==> config.mk <==
export PLATFORM = sky130hd
export DESIGN_NAME = message_assembler
export DESIGN_NICKNAME = d
export VERILOG_FILES = /design/src/rtl/message_assembler.sv
export SDC_FILE = /design/constraint.sdc
export NUM_CORES = 1
export LEC_CHECK = 0
export CAP_MARGIN = 25
export CORE_MARGIN = 5
export CORE_UTILIZATION = 30
export CTS_CLUSTER_DIAMETER = 200
export CTS_CLUSTER_SIZE = 25
export DETAILED_ROUTE_END_ITERATION = 16
export PLACE_DENSITY = 0.49
export SYNTH_ARGS = -nofsm -noshare
export SYNTH_HDL_FRONTEND = slang
export SYNTH_SLANG_ARGS = --single-unit
==> constraint.sdc <==
create_clock -name clk -period 1.6 [get_ports clk]
set_clock_uncertainty 0.15 [all_clocks]
set_input_delay 0.4 -clock clk [delete_from_list [all_inputs] [get_ports clk]]
set_output_delay 0.4 -clock clk [all_outputs]
set_load 0.03 [all_outputs]
==> src/rtl/message_assembler.sv <==
// ---------------------------------------------------------------------------
// message_assembler
//
// Receive-side message builder for the chat-bot UART link. Bytes arriving from
// the UART receiver are shifted in one per strobe; after MSG_BYTES of them the
// full word is handed to the consumer on a held output with a ready/ack
// handshake. If the consumer has not taken the previous message when a new
// one completes, the new one is dropped and the sticky overrun flag is set.
//
// Optional build macro: MSG_TIMEOUT_EN
//   When defined, a partial message that sees no byte for TIMEOUT_CYCLES
//   cycles is discarded and timeout_flag pulses for one cycle. When not
//   defined, partial messages wait indefinitely and timeout_flag is 0.
//
// Parameters
//   MSG_BYTES       bytes per message (2..16)
//   TIMEOUT_CYCLES  idle cycles before a partial message is discarded (>= 2)
//
// Ports
//   clk                     system clock, rising edge
//   reset                   synchronous, active-high reset
//   Byte_In                 received byte, valid with the strobe
//   byte_has_been_received  one strobe per byte (a held level = N bytes)
//   message_ack             consumer has taken Message_Out
//   Message_Out             last delivered message, first byte in the MSBs
//   message_ready           Message_Out holds an unconsumed message
//   overrun                 sticky: a completed message was dropped
//   byte_count              bytes collected for the message in progress
//   timeout_flag            one-cycle pulse when a partial message is dropped
// ---------------------------------------------------------------------------
module message_assembler #(
    parameter int MSG_BYTES      = 8,
    parameter int TIMEOUT_CYCLES = 100000
) (
    input  logic                             clk,
    input  logic                             reset,
    input  logic [7:0]                       Byte_In,
    input  logic                             byte_has_been_received,
    input  logic                             message_ack,
    output logic [8*MSG_BYTES-1:0]           Message_Out,
    output logic                             message_ready,
    output logic                             overrun,
    output logic [$clog2(MSG_BYTES+1)-1:0]   byte_count,
    output logic                             timeout_flag
);

    localparam int              CW       = $clog2(MSG_BYTES + 1);
    localparam logic [CW-1:0]   LAST_IDX = CW'(MSG_BYTES - 1);

    typedef enum logic {
        IDLE,
        COLLECT
    } state_t;

    state_t                      r_state;
    state_t                      w_nextState;
    logic [CW-1:0]               r_byteCount;
    logic [CW-1:0]               w_nextCount;
    logic [8*(MSG_BYTES-1)-1:0]  r_sreg;
    logic [8*MSG_BYTES-1:0]      w_candidate;
    logic [8*MSG_BYTES-1:0]      r_message;
    logic                        r_ready;
    logic                        r_overrun;
    logic                        r_timeoutFlag;
    logic                        w_complete;
    logic                        w_timeout;

    // Only the first MSG_BYTES-1 bytes need storage; the final byte is taken
    // straight from the input in the completing cycle.
    assign w_candidate = {r_sreg, Byte_In};
    assign w_complete  = byte_has_been_received && (r_byteCount == LAST_IDX);

`ifdef MSG_TIMEOUT_EN
    localparam int            IW         = (TIMEOUT_CYCLES > 2) ? $clog2(TIMEOUT_CYCLES) : 1;
    localparam logic [IW-1:0] IDLE_LIMIT = IW'(TIMEOUT_CYCLES - 1);

    logic [IW-1:0] r_idleCount;

    // A strobe in the limit cycle takes precedence, so the timeout is only
    // raised when no byte arrives.
    assign w_timeout = (r_state == COLLECT) && !byte_has_been_received &&
                       (r_idleCount == IDLE_LIMIT);

    // Counts consecutive byte-free cycles while a message is partially built.
    always_ff @(posedge clk) begin
        if (reset) begin
            r_idleCount <= '0;
        end else if (byte_has_been_received || (r_state == IDLE) || w_timeout) begin
            r_idleCount <= '0;
        end else begin
            r_idleCount <= r_idleCount + IW'(1);
        end
    end
`else
    logic w_unusedTimeoutCfg;

    assign w_timeout          = 1'b0;
    assign w_unusedTimeoutCfg = (TIMEOUT_CYCLES >= 2);
`endif

    // Next-state logic: every strobe advances the count; the completing
    // strobe wraps straight back to IDLE so collection never stalls.
    always_comb begin
        w_nextState = r_state;
        w_nextCount = r_byteCount;
        if (byte_has_been_received) begin
            if (w_complete) begin
                w_nextState = IDLE;
                w_nextCount = '0;
            end else begin
                w_nextState = COLLECT;
                w_nextCount = r_byteCount + CW'(1);
            end
        end else if (w_timeout) begin
            w_nextState = IDLE;
            w_nextCount = '0;
        end
    end

    // State and byte counter registers.
    always_ff @(posedge clk) begin
        if (reset) begin
            r_state     <= IDLE;
            r_byteCount <= '0;
        end else begin
            r_state     <= w_nextState;
            r_byteCount <= w_nextCount;
        end
    end

    // Shift register, delivery and handshake. A completion that coincides
    // with an ack replaces the held message instead of counting as overrun.
    always_ff @(posedge clk) begin
        if (reset) begin
            r_sreg        <= '0;
            r_message     <= '0;
            r_ready       <= 1'b0;
            r_overrun     <= 1'b0;
            r_timeoutFlag <= 1'b0;
        end else begin
            r_timeoutFlag <= w_timeout;
            if (byte_has_been_received) begin
                r_sreg <= w_candidate[8*(MSG_BYTES-1)-1:0];
            end else if (w_timeout) begin
                r_sreg <= '0;
            end

            if (w_complete) begin
                if (!r_ready || message_ack) begin
                    r_message <= w_candidate;
                    r_ready   <= 1'b1;
                end else begin
                    r_overrun <= 1'b1;
                end
            end else if (r_ready && message_ack) begin
                r_ready <= 1'b0;
            end
        end
    end

    assign Message_Out   = r_message;
    assign message_ready = r_ready;
    assign overrun       = r_overrun;
    assign byte_count    = r_byteCount;
    assign timeout_flag  = r_timeoutFlag;

endmodule

[Word level (Yosys, flattened, before mapping)]
Index checks and enable logic that the tools add are counted.
W data, S select, Z words.
Operators by class
  add/subtract/negate cells: 1
  equality and inequality tests: 2
  mux-type cells: 4
  bitwise logic cells: 1
  reductions and logical operators: 8
Operators with widths (number)
  $reduce_and A2 Y1: 3
  $add A4 B1 Y4 const B: 1
  $eq A4 B3 Y1 const B: 1
  $mux W4: 1
  $mux W1: 3
  $logic_and A1 B1 Y1: 2
  $ne A2 B1 Y1 const B: 1
  $reduce_bool A2 Y1: 1
  $logic_not A1 Y1: 1
  $logic_or A1 B1 Y1: 1
  $not A1 Y1: 1
Word-level totals
  flip-flop bits (word level): 126
  input bits: 12
  output and inout bits: 71
  word-level logic and storage cells: 21

[Depth between registers and ports, before layout]
Gate-level depths: netlist of run 1.
  word-level depth: 4
  depth in mapped cells: 6
  depth with buffers taken out: 4

[Worst setup path after synthesis of run 1]
No wires, ideal clock.
  kind: register -> register
  start: register r_byteCount[0] (netlist: byte_count[0])
  end: register r_message[10] (netlist: Message_Out[10])
  library setup time: 72 ps
  data arrival time: 1586 ps
  required time: 1378 ps
  slack: -207 ps
  stages on the path, launching flop included: 7
  path buffers: 2
  clock period less this slack: 1807 ps
  path through: dfxtp_1 > ha_1 > nand4b_4 > nor2b_2 > buf_6 > buf_12 > mux2i_1
On the way
  word-level cells in the longest chain between the ends: 3
Ends and longest elaborated chain
  start, declared: RTL line 57  | logic [CW-1:0] r_byteCount;
  start signal, assigned: RTL line 127  | r_byteCount <= w_nextCount;
  $eq A4 B3 Y1: RTL line 71  | assign w_complete = byte_has_been_received && (r_byteCount == LAST_IDX);
  $logic_and A1 B1 Y1: RTL line 71
  $reduce_and A2 Y1 (no source line)
  end signal, assigned: RTL line 150  | r_message <= w_candidate;
  end, declared: RTL line 61  | logic [8*MSG_BYTES-1:0] r_message;
No other way between the ends.
A chain may end at the register's enable or synchronous reset.

[Worst setup path after layout of run 1]
  start: register r_byteCount[0] (netlist: byte_count[0])
  end: register r_message[50] (netlist: Message_Out[50])
Same word-level chain as after synthesis.

==> impl_metrics.py, run 1 <==
metrics = {
    "cells_and_area": {
        "fillerInstances": 1607,
        "multi_input_area_mm2": 0.002386,
        "fraction_of_layout_instances_using_a_drive_strength_above_1": 0.2309,
        "areaGrowthSynthToFinish_pct": 36.09,
        "antennaDiodeCount": 0,
        "nNetsFinal": 589,
        "final_area_mm2": 0.007002,
        "sequential_cell_area_mm2": 0.002531,
    },
    "sta": {
        "timing.final.max_slew_violations": 0,
        "hold_viol": 0,
        "layout_setup_ws_ns": 0.03179,
        "timing.final.crit_share": 0.9801,
        "achievable-frequency_mhz": 637.7,
        "final_period_minus_worst_setup_slack_ns": 1.568,
        "report.final.setup_viol": 0,
        "rsz0062_at_grt": "true",
    },
    "logic_synthesis": {
        "yosysUniqueCellTypes": 20,
        "synth.cells.most_frequent": "sky130_fd_sc_hd__nand2b_1 (130), sky130_fd_sc_hd__dfxtp_1 (126), sky130_fd_sc_hd__mux2i_1 (121), sky130_fd_sc_hd__nor2_1 (59), sky130_fd_sc_hd__buf_2 (15)",
        "yosys.area.top_type": "sky130_fd_sc_hd__dfxtp_1",
        "yosys.area.top_type_share": 0.4903,
        "synth.cell_area_mm2": 0.005145,
        "yosys_most_used_dff": "sky130_fd_sc_hd__dfxtp_1",
        "ys_top_cells_by_area": "sky130_fd_sc_hd__dfxtp_1 (49%), sky130_fd_sc_hd__mux2i_1 (24%), sky130_fd_sc_hd__nand2b_1 (16%)",
        "synthArstFlopShare": 0,
        "syn_area_per_cell_um2": 10.59,
        "yosys_register_bits": 126,
        "synth_nets": 499,
        "synth_enable_flop_cells": 0,
        "yosys.cell_count.top_type": "sky130_fd_sc_hd__nand2b_1",
        "synth.yosys.warnings": 0,
        "synthCells": 486,
        "ys_seq_area_frac": 0.4903,
    },
    "clocking": {
        "cts-htree-levels": 4,
        "path_clk_slew_ns": 0.06,
        "tritoncts": "built",
        "clock_sink_count": 126,
        "cts_made_buffers": 17,
        "clock_tree.buffer_depth": 2,
        "worstSkewPairLatency_ns": 0.41,
        "root_buffer_cell": "sky130_fd_sc_hd__clkbuf_16",
    },
    "pwr": {
        "power_per_cell_area_mw_per_mm2": 1082,
        "irDropWorstVdd_mv": 0.7455,
        "report.power.total_mw": 7.577,
        "p_leak_nw": 2.768,
    },
    "global_route": {
        "grt_util_all_layers": 0.1175,
        "wire_length_of_the_first_global_routing_pass_mm": 18.51,
        "pin_count_of_the_biggest_net_entering_global_routing": 92,
        "via_count_of_the_first_global_routing_pass": 3467,
        "initial_antenna_violation_count": 0,
        "overflow": 0,
    },
    "setup_path": {
        "crit_path_max_fanout": 5,
        "required_ns": 1.79,
        "critPathCaptureType": "flop",
        "worst_ep_arrival_time_ns": 1.76,
        "cp-start-kind": "flop",
        "setup.worst_path.class": "reg -> reg",
    },
    "floorplanning": {
        "num_rows": 47,
        "die-area_mm2": 0.01987,
        "die-width_um": 141.0,
        "starting_density_of_the_core": 0.3081,
        "die_h_um": 141.0,
        "design.portCount": 83,
        "core_area_mm2": 0.01670,
    },
    "drt": {
        "detail_route.iter0.violations": 138,
        "drcViolationCount": 0,
        "finalWirelength_mm": 11.87,
        "num_vias": 3450,
        "dr.pass1.iters": 4,
        "routed_wl_per_cell_um": 14.68,
        "viasPerCell": 4.265,
        "route.antenna.remaining_nets": 0,
    },
    "outcome": {
        "status": "completed",
    },
    "min_path": {
        "hp-class": "in -> reg",
    },
    "placement": {
        "buffer_ports.inserted": 81,
        "routabilityCongestion": 0.7159,
        "dp_hpwl_mm": 7.384,
        "dpl_cell_area_mm2": 0.006282,
        "pre_cts_ws_ns": -0.3679,
    },
    "flow_run": {
        "max_cap_viol_count": 0,
    },
}
## stage by stage
stage,hold WS [ns],TNS (ns),cells,util
global route,0.3013,-0.7931,809,0.4192
global placement,0.3067,-18.70,765,0.3762
floorplan,0.3008,0,486,-
CTS,0.2737,-0.03456,800,0.4102
detailed placement,0.3103,-20.22,765,0.3762
finish,0.2855,0,809,0.4192
## power breakdown
group	switching [mW]	internal (mW)
registers	0.0309	3.17
logic	0.152	0.168
clock network	1.39	2.67
## final cells by class
cell class              count  share of cell area
multi-input cells         324              0.3408
well taps                 220             0.03931
flip-flops and latches    126              0.3615
clock inverters            12             0.02377
repair buffers            107              0.1694
clock buffers              20             0.06523
## registers in the layout (all words and copies together), names as in the netlist
signal         cells
Message_Out       64
message_ready      1
overrun            1
r_sreg            56
byte_count         4
## cell families after synthesis
kind of cell,share of synthesized area
simple gates,0.2128
compound gates,0.004863
mux,0.2354
flops,0.4903
xor+xnor,0.001703
buf+inv,0.05180
other cells,0.0007289
fa+ha+maj,0.002432
## layout by cell type, fill, tap and decap left out, types with 2 or more instances in the layout
cell type,instances
sky130_fd_sc_hd__a21oi_1,3
sky130_fd_sc_hd__buf_12,24
sky130_fd_sc_hd__buf_2,27
sky130_fd_sc_hd__buf_4,34
sky130_fd_sc_hd__buf_6,6
sky130_fd_sc_hd__buf_8,2
sky130_fd_sc_hd__bufinv_16,4
sky130_fd_sc_hd__clkbuf_16,21
sky130_fd_sc_hd__clkbuf_8,2
sky130_fd_sc_hd__clkdlybuf4s50_1,9
sky130_fd_sc_hd__clkinv_2,6
sky130_fd_sc_hd__dfxtp_1,123
sky130_fd_sc_hd__dfxtp_4,2
sky130_fd_sc_hd__mux2i_1,120
sky130_fd_sc_hd__nand2_1,2
sky130_fd_sc_hd__nand2b_1,130
sky130_fd_sc_hd__nor2_1,59
## path summary, 6_finish.rpt
kind                   start               to  slack (ns)  depth (start not counted)
max            byte_count[0]  Message_Out[50]        0.03                          6
min                    reset    message_ready        0.29                          3
max reg2reg    byte_count[0]  Message_Out[50]        0.03                          6
min reg2reg  Message_Out[44]  Message_Out[44]        0.32                          2
## per-layer routing
metal | global-route usage | up-vias | share of wire
met3 | 0.04876 | 14 | 0.046
met1 | 0.1510 | 1600 | 0.48
met5 | 0 | - | 0
met4 | 0.03213 | 0 | 0.012
met2 | 0.1825 | 69 | 0.47
li1 | - | 1767 | -
## worst max-delay path, cell delays in order (launching register included)
cell	delay, ns
sky130_fd_sc_hd__dfxtp_4	0.37
sky130_fd_sc_hd__ha_4	0.14
sky130_fd_sc_hd__nand4b_4	0.11
sky130_fd_sc_hd__nor2b_4	0.18
sky130_fd_sc_hd__buf_6	0.18
sky130_fd_sc_hd__clkbuf_16	0.17
sky130_fd_sc_hd__mux2i_1	0.19
## repair_timing
action / CTS / global route
cloned: 1 / 5
hold buffers: 0 / 0
pin swaps: 0 / 2
gates resized for setup: 131 / 17
endpoints found under the setup margin: 40 / 70
buffers inserted: 2 / 4
Power figures use the tool's default switching activity.
==> run 2: changes to the inputs <==
--- a/config.mk
+++ b/config.mk
@@ -12,6 +12,7 @@
 export CTS_CLUSTER_SIZE = 25
 export DETAILED_ROUTE_END_ITERATION = 16
 export PLACE_DENSITY = 0.49
+export SLEW_MARGIN = 5
 export SYNTH_ARGS = -nofsm -noshare
 export SYNTH_HDL_FRONTEND = slang
 export SYNTH_SLANG_ARGS = --single-unit
==> results of run 2 <==
Final layout, timing and power as in run 1 (identical DEF).
